$ cat src/rtl/fifo_pkg.sv
// Shared definitions for the asynchronous FIFO: pointer geometry and
// Gray/binary conversion helpers used by both the read and write controllers.
package fifo_pkg;

    localparam int ADDR_DATA_DEF = 3;
    localparam int PTR_W         = ADDR_DATA_DEF + 1;

    // Helpers work on a 32-bit container; callers zero-extend and truncate.
    function automatic logic [31:0] bin2gray(input logic [31:0] b);
        return b ^ (b >> 1);
    endfunction

    function automatic logic [31:0] gray2bin(input logic [31:0] g);
        logic [31:0] b;
        b[31] = g[31];
        for (int i = 30; i >= 0; i--) begin
            b[i] = b[i+1] ^ g[i];
        end
        return b;
    endfunction

endpackage

$ cat src/rtl/fifo_ptr_sync.sv
// Multi-flop synchronizer for a Gray-coded pointer crossing clock domains.
// Shared by the read side (write pointer) and the write side (read pointer).
module fifo_ptr_sync #(
    parameter int WIDTH       = 4,
    parameter int SYNC_STAGES = 2
) (
    input  logic             clk,
    input  logic             rst_n,
    input  logic [WIDTH-1:0] d,
    output logic [WIDTH-1:0] q
);

    if (SYNC_STAGES < 2) begin : g_bad_stages
        $error("fifo_ptr_sync: SYNC_STAGES must be at least 2");
    end

    logic [WIDTH-1:0] stages [SYNC_STAGES];

    // NOTE: the chain is a handful of flops, not a memory, so every stage is
    // reset; non-blocking assignments make each stage take the previous
    // stage's old value, which is what creates the shift.
    always_ff @(posedge clk or negedge rst_n) begin
        if (!rst_n) begin
            for (int i = 0; i < SYNC_STAGES; i++) begin
                stages[i] <= '0;
            end
        end else begin
            stages[0] <= d;
            for (int i = 1; i < SYNC_STAGES; i++) begin
                stages[i] <= stages[i-1];
            end
        end
    end

    assign q = stages[SYNC_STAGES-1];

endmodule

$ cat src/rtl/fifo_read_ctrl.sv
// Read-side controller of the asynchronous FIFO: read pointer, Gray copy for
// the write domain, synchronized write pointer, empty flag, level, underflow.
module fifo_read_ctrl
    import fifo_pkg::*;
#(
    parameter int DATA_WIDTH  = 8,
    parameter int ADDR_DATA   = ADDR_DATA_DEF,
    parameter int SYNC_STAGES = 2
) (
    input  logic                 RD_CLK,
    input  logic                 RD_RST,
    input  logic                 RD_inc,
    input  logic [ADDR_DATA:0]   WR_PTR,
    output logic                 RD_empty,
    output logic [ADDR_DATA-1:0] RD_addr,
    output logic [ADDR_DATA:0]   RD_PTR_g,
    output logic [ADDR_DATA:0]   RD_level,
    output logic                 RD_underflow
);

    localparam int PW = ADDR_DATA + 1;

    if (DATA_WIDTH < 1) begin : g_bad_width
        $error("fifo_read_ctrl: DATA_WIDTH must be positive");
    end

    logic [PW-1:0] rd_ptr;
    logic [PW-1:0] rd_ptr_next;
    logic [PW-1:0] wr_sync;
    logic          pop;

    fifo_ptr_sync #(
        .WIDTH       (PW),
        .SYNC_STAGES (SYNC_STAGES)
    ) u_wr_sync (
        .clk   (RD_CLK),
        .rst_n (RD_RST),
        .d     (WR_PTR),
        .q     (wr_sync)
    );

    assign pop         = RD_inc && !RD_empty;
    assign rd_ptr_next = rd_ptr + PW'(pop);

    // Gray copy is registered from the next binary value so it changes on the
    // same edge as the binary pointer and is glitch-free into the write domain.
    always_ff @(posedge RD_CLK or negedge RD_RST) begin
        if (!RD_RST) begin
            rd_ptr       <= '0;
            RD_PTR_g     <= '0;
            RD_underflow <= 1'b0;
        end else begin
            rd_ptr       <= rd_ptr_next;
            RD_PTR_g     <= PW'(bin2gray(32'(rd_ptr_next)));
            RD_underflow <= RD_inc && RD_empty;
        end
    end

    assign RD_empty = (wr_sync == RD_PTR_g);
    assign RD_addr  = rd_ptr[ADDR_DATA-1:0];
    assign RD_level = PW'(gray2bin(32'(wr_sync))) - rd_ptr;

endmodule

$ cat config.mk
export PLATFORM = sky130hd
export DESIGN_NAME = fifo_read_ctrl
export DESIGN_NICKNAME = d
export VERILOG_FILES = /design/src/rtl/fifo_pkg.sv /design/src/rtl/fifo_ptr_sync.sv /design/src/rtl/fifo_read_ctrl.sv
export SDC_FILE = /design/constraint.sdc
export NUM_CORES = 1
export LEC_CHECK = 0
export BUFFER_PORTS_ARGS = -buffer_cell sky130_fd_sc_hd__buf_2
export CORE_MARGIN = 8
export CORE_UTILIZATION = 48
export CTS_CLUSTER_DIAMETER = 150
export DETAILED_ROUTE_END_ITERATION = 7
export GPL_ROUTABILITY_DRIVEN = 0
export PLACE_DENSITY = 0.75
export SLEW_MARGIN = 20
export SYNTH_ARGS = -nofsm -noshare
export SYNTH_HDL_FRONTEND = slang
export SYNTH_SLANG_ARGS = --single-unit
$ cat constraint.sdc
create_clock -name RD_CLK -period 2.8 [get_ports RD_CLK]
set_clock_uncertainty 0.15 [all_clocks]
set_input_delay 0.7 -clock RD_CLK [delete_from_list [all_inputs] [get_ports RD_CLK]]
set_output_delay 0.7 -clock RD_CLK [all_outputs]
set_load 0.02 [all_outputs]
==> results of run 1 <==
-- kinds of logic after synthesis --
kind of cell             after synthesis
adder cells (fa/ha/maj)                6
AND/OR/NAND/NOR                        6
buffers and inverters                  5
XOR/XNOR                              15
AO/OA/AOI/OAI                          3
flip-flops                            16
-- synth_stat cells (all sizes together) --
cell type	n
a21oi	2
and2	1
dfrtp	16
fa	1
ha	5
inv	5
nand2	2
nand3	1
nor2b	1
nor4	1
o21ai	1
xnor2	6
xor2	9
-- what timing repair did --
action | CTS | global route
pin swaps | 4 | 3
setup buffers | 4 | 2
gates resized for setup | 8 | 4
cloned | 0 | 0
endpoints found under the setup margin | 3 | 3
-- power groups by stage --
| stage | Combinational, mW | Clock, mW | Sequential, mW |
|---|---|---|---|
| after floorplan | 0.326 | 0 | 0.429 |
| after global placement | 0.558 | 0 | 0.370 |
| after detailed placement | 0.568 | 0 | 0.374 |
| after CTS | 0.633 | 0.153 | 0.370 |
| after global routing | 0.739 | 0.164 | 0.379 |
| final | 0.683 | 0.149 | 0.369 |
-- placed cells by master (no fill, tap or decap), types with 2 or more instances in the layout --
cell type | synthesis | final
xor2_1 | 8 | 8
dfrtp_1 | 16 | 16
xnor2_1 | 5 | 4
buf_2 | 0 | 16
buf_4 | 0 | 8
xnor2_2 | 1 | 2
inv_1 | 5 | 4
clkbuf_4 | 0 | 3
ha_1 | 5 | 3
nand2_1 | 2 | 2
-- cell type report --
type	instances	area, um2	area share, %
multi-input cells	30	314	33.4
well taps	15	18.8	2.00
clock buffers	4	36.3	3.86
inverters	5	18.8	2.00
flip-flops and latches	16	400	42.6
repair buffers	25	151	16.1
-- worst max-delay path, stage by stage (launching register included) --
cell	delay [ns]
dfrtp_1	0.42
xor2_2	0.21
xnor2_2	0.16
xor2_1	0.17
ha_2	0.19
fa_2	0.53
inv_2	0.04
buf_6	0.12
-- registers in the layout (all words and copies together), names as in the netlist --
register          flops
u_wr_sync.stages      4
u_wr_sync.q           4
RD_PTR_g              4
rd_ptr                3
RD_underflow          1
-- stage by stage --
step / hold slack, ns / worst slack [ns] / instance area [um2]
3_3_place_gp: 0.183 / 0.121 / 815
5_1_grt: 0.156 / -0.256 / 940
3_5_place_dp: 0.191 / 0.0497 / 815
2_1_floorplan: 0.181 / 0.0586 / 701
4_1_cts: 0.152 / -0.185 / 897
6_report: 0.147 / -0.181 / 940
-- per-layer routing --
| layer | part of all wire [%] | global-route usage (%) | up-vias | wire, um |
|---|---|---|---|---|
| li1 | - | - | 215 | - |
| met1 | 36 | 11.1 | 200 | 508 |
| met2 | 55 | 17.0 | 13 | 768 |
| met3 | 5.8 | 2.48 | 4 | 81 |
| met4 | 3.1 | 11.1 | 0 | 43 |
| met5 | 0 | 0 | - | 0 |
-- worst min-delay path by stage --
stage                                   start        endpoint  cells after the start
after floorplan           u_wr_sync.stages[4]  u_wr_sync.q[0]                      0
after global placement    u_wr_sync.stages[7]  u_wr_sync.q[3]                      0
after detailed placement  u_wr_sync.stages[5]  u_wr_sync.q[1]                      0
after CTS                              RD_RST       rd_ptr[0]                      1
after global routing                   RD_RST       rd_ptr[0]                      1
final                                  RD_RST       rd_ptr[0]                      1
==> flow_metrics.py, run 1 <==
metrics = {
    "die": {
        "rows": 13,
        "fp.dieW_um": 54.2,
        "initial_core_util_pct": 52.5,
        "core_um2": 1330,
        "dieArea_um2": 2940,
        "die_h_um": 54.2,
        "ios": 20,
    },
    "clocking": {
        "cts_inserted_buffers": 3,
        "tritoncts": "done",
        "clock-sinks": 16,
        "clk_latency_ns": 0.29,
        "clk_path_buf_depth": 2,
        "htreeDepth": 1,
        "cts_root_buf": "clkbuf_4",
        "ctsHoldBuffers": 0,
        "clkTransAtPathRegs_ns": 0.09,
    },
    "grt": {
        "grt_pass1_vias": 482,
        "grt_start_max_net_pins": 17,
        "grt_antenna_before_repair": 0,
        "grt_pass1_wl_mm": 2.13,
        "grt_overflow_total": 0,
        "grt_usage_pct": 10.7,
    },
    "power_and_ir_drop": {
        "leakagePower_nw": 0.472,
        "p_sw_share_pct": 43.1,
        "ir_drop_mv": 0.689,
        "pwr-share-clk_pct": 12.4,
        "netSwitchingPower_mw": 0.518,
        "p_int_mw": 0.683,
        "p_total_mw": 1.20,
        "power_frac_seq_pct": 30.7,
        "power.density_nw_per_um2": 1280,
        "comb_power_share_pct": 56.9,
    },
    "timing": {
        "worst_pin_slew_ns": 0.331,
        "setup_viol": 3,
        "fmax_ghz": 0.335,
        "fin_crit_ns": 2.98,
        "rsz0062_at_grt": "yes",
        "worst_slack_ns": -0.181,
        "finalHoldViolCount": 0,
        "fin_crit_sh_pct": 106,
        "drv_slew": 0,
        "fin_tns_setup_ns": -0.424,
        "slew_headroom_pct": 77.9,
    },
    "outcome": {
        "violations": "negative setup slack",
        "status": "finished with violations",
    },
    "detailed_routing": {
        "wl_per_cell_um": 14.8,
        "vias_per_cell": 4.55,
        "drc": 0,
        "first_pass_iters": 2,
        "routed_wl_mm": 1.40,
        "detail-route-antenna-nets": 0,
        "first_iter_violations": 4,
        "vias": 432,
    },
    "logic_synthesis": {
        "synth_simple_gate_area_share_pct": 5.36,
        "synthAdderAreaFrac_pct": 11.8,
        "synth_mux_area_share_pct": 0,
        "yosys_warnings": 0,
        "synth.distinct_cells": 15,
        "synth.cell_area_um2": 701,
        "synth_top_area_cell": "dfrtp_1",
        "synth_top_family_by_area": "XOR/XNOR gates",
        "synth_compound_area_share_pct": 2.14,
        "seq_area_frac_synth_pct": 57.1,
        "synthCells": 51,
        "synthesis.nets": 64,
        "synthTopCellsByArea": "dfrtp_1 57%, xor2_1 10%, ha_1 8.9%, xnor2_1 6.3%, fa_1 2.9%",
        "syn_area_per_cell_um2": 13.7,
        "synth-seq-cells": 16,
        "synth_xor_area_share_pct": 20.9,
        "synthDominantCellAreaShare_pct": 57.1,
    },
    "critical_path": {
        "end_kind": "output port",
        "arrival_ns": 2.13,
        "r2r-end": "RD_PTR_g[1]",
        "crit_type": "reg -> out",
        "reg2regPathDepth": 7,
        "r2r_slack_ns": 0.76,
        "cp-startpoint": "u_wr_sync.q[2]",
        "timing.critical_path.to": "RD_level[1]",
        "crit_fanout": 2,
        "r2r-start": "u_wr_sync.q[2]",
        "worstSetupStartpointType": "register",
        "cp.required_ns": 1.95,
    },
    "layout": {
        "nFillCells": 107,
        "area_growth_pct": 34.1,
        "drive_above_1_share_pct": 48.8,
        "nets": 94,
        "utilization_pct": 70.5,
        "antennaDiodeCount": 0,
        "stdcell_count": 95,
    },
    "flow_run": {
        "cap_violations": 0,
    },
    "placed_design": {
        "dp_hpwl_mm": 1.04,
        "place_inst": 85,
        "portBuffers": 19,
    },
    "hold_path": {
        "hp-class": "in -> async",
    },
}
No activity file was read; power rests on OpenSTA's default activity.
==> inputs of run 2 (changes only) <==
- PLACE_DENSITY: 0.75 -> not set
- PLACE_DENSITY_LB_ADDON: not set -> 0.15
==> run 2 against run 1 <==
Compared with the run above:
- the run still ends with negative setup slack left
- critical path depth is the same
- sequential cell count is the same
- clock power shrank 3%
- cell area is 0.27% lower
- die area stayed put
- clock-buffer cell count stayed put
- register-to-register slack got worse by 0.02 ns
- setup slack improved by 0.061 ns
- hold slack better by 0.017 ns
- sequential share of layout area grew 0.11 points
- non-clock buffer count unchanged
- utilization fell by 0.19 points
- largest power group unchanged
==> flow_metrics.py, run 2 (synthesis gave the netlist of run 1 again) <==
metrics = {
    "layout": {
        "nFillCells": 114,
        "nets": 94,
        "seqCellArea_um2": 400,
        "area_growth_pct": 33.8,
        "layout_common_cells": "16 x dfrtp_1, 16 x buf_2, 8 x xor2_1, 8 x buf_4, 5 x xnor2_1",
        "multi_input_area_um2": 309,
        "antennaDiodeCount": 0,
        "postLayoutCellArea_um2": 937,
        "drive_above_1_share_pct": 50.0,
    },
    "die": {
        "rows": 13,
        "ios": 20,
        "die_h_um": 54.2,
        "dieArea_um2": 2940,
        "core_um2": 1330,
        "fp.dieW_um": 54.2,
        "initial_core_util_pct": 52.5,
    },
    "timing": {
        "fin_crit_sh_pct": 104,
        "finalHoldViolCount": 0,
        "setup_viol": 3,
        "rsz0062_at_grt": "yes",
        "whs_ns": 0.164,
        "fin_crit_ns": 2.92,
        "drv_slew": 0,
        "slew_headroom_pct": 76.5,
        "worst_slack_ns": -0.120,
        "worst_pin_slew_ns": 0.352,
        "fmax_ghz": 0.342,
    },
    "detailed_routing": {
        "routed_wl_mm": 1.21,
        "wl_per_cell_um": 12.7,
        "drc": 0,
        "first_iter_violations": 6,
        "vias_per_cell": 4.68,
        "vias": 445,
        "first_pass_iters": 4,
        "detail-route-antenna-nets": 0,
    },
    "critical_path": {
        "worst_path_largest_cell_delay_ns": 0.53,
        "cp.required_ns": 1.95,
        "end_kind": "output port",
        "worstSetupStartpointType": "register",
        "crit_type": "reg -> out",
        "timing.critical_path.buf_inv": 2,
        "cp_slowest_cell": "fa_2",
        "crit_fanout": 3,
        "path_delay_family": "adder cells",
        "arrival_ns": 2.07,
        "crit_chain": "xor2_2 > xnor2_2 > xor2_1 > ha_2 > fa_2 > inv_2 > buf_6",
    },
    "clocking": {
        "tritoncts": "done",
        "cts_root_buf": "clkbuf_4",
        "clkTransAtPathRegs_ns": 0.09,
        "clk_path_buf_depth": 2,
        "htreeDepth": 1,
        "clk_latency_ns": 0.27,
        "clock-sinks": 16,
        "cts_inserted_buffers": 3,
    },
    "grt": {
        "top_usage_layer": "met2",
        "grt_pass1_wl_mm": 2.06,
        "met2_usage_pct": 15.5,
        "grt_pass1_vias": 474,
        "grt_use_met3_pct": 3.31,
        "grt_start_max_net_pins": 17,
        "grt_overflow_total": 0,
        "grt_usage_pct": 9.49,
        "grt_antenna_before_repair": 0,
        "met1_usage_pct": 11.7,
    },
    "power_and_ir_drop": {
        "power.density_nw_per_um2": 1250,
        "leakagePower_nw": 0.466,
        "ir_drop_mv": 0.663,
    },
    "placed_design": {
        "portBuffers": 19,
        "dpl_cell_area_um2": 815,
        "dp_hpwl_um": 974,
    },
    "flow_run": {
        "cap_violations": 0,
    },
    "outcome": {
        "status": "finished with violations",
        "violations": "negative setup slack",
    },
    "hold_path": {
        "hp-class": "in -> async",
    },
}
## run 2: changes by cell type in the layout (fill, tap and decap cells not counted)
cell / previous run / this run
xnor2_1: 4 / 5
xnor2_2: 2 / 1
nand2_1: 2 / 1
inv_1: 4 / 3
nand2_2: 0 / 1
inv_4: 0 / 1
## run 2: worst reg2reg max path: cells and delay by family, from the launching register on
family	cells	cell delay, ns
XOR/XNOR	3	0.66
flip-flops	1	0.41
AND/OR/NAND/NOR	2	0.41
adder cells (fa/ha/maj)	1	0.21
buffers and inverters	1	0.14
## run 2: what timing repair did
action                                  in CTS  in global routing
hold buffers                                 0                  0
buffers inserted                             5                  1
endpoints found under the setup margin       3                  3
pin swaps                                    7                  5
resized for setup                           13                  1
## run 2: where the power goes
group / internal (mW) / switching (mW)
sequential: 0.297 / 0.0731
clock: 0.0790 / 0.0652
combinational: 0.292 / 0.367
## run 2: path summary, 6_finish.rpt
path | endpoint | slack (ns) | startpoint | depth (start not counted)
max in group asynchronous | u_wr_sync.q[1] | 2.09 | RD_RST | 1
min in group RD_CLK | u_wr_sync.q[3] | 0.20 | u_wr_sync.stages[7] | 0
max | RD_level[1] | -0.12 | u_wr_sync.q[2] | 7
min | RD_PTR_g[1] | 0.16 | RD_RST | 1
min reg2reg | u_wr_sync.q[3] | 0.20 | u_wr_sync.stages[7] | 0
max reg2reg | RD_PTR_g[0] | 0.74 | u_wr_sync.q[3] | 7
## run 2: through the flow
step,total power [mW],utilization (%),cells,worst slack [ns],setup TNS [ns]
2_1_floorplan,0.755,-,51,0.0586,0
3_3_place_gp,0.925,61.1,85,0.120,0
3_5_place_dp,0.935,61.1,85,0.0500,0
4_1_cts,1.18,69.4,94,-0.167,-0.362
5_1_grt,1.27,70.3,95,-0.259,-0.606
6_report,1.17,70.3,95,-0.120,-0.197
## run 2: per-layer routing
metal	wire [um]	up-vias	part of all wire [%]
li1	-	217	-
met1	497	213	41
met2	609	15	50
met3	103	0	8.5
met4	0	0	0
met5	0	-	0
## run 2: final cells by class
type | count | share of cell area [%]
Inverter | 5 | 2.27
Timing Repair Buffer | 25 | 16.2
Clock buffer | 4 | 3.87
Multi-Input combinational cell | 30 | 33.0
Sequential cell | 16 | 42.7
Tap cell | 15 | 2.00
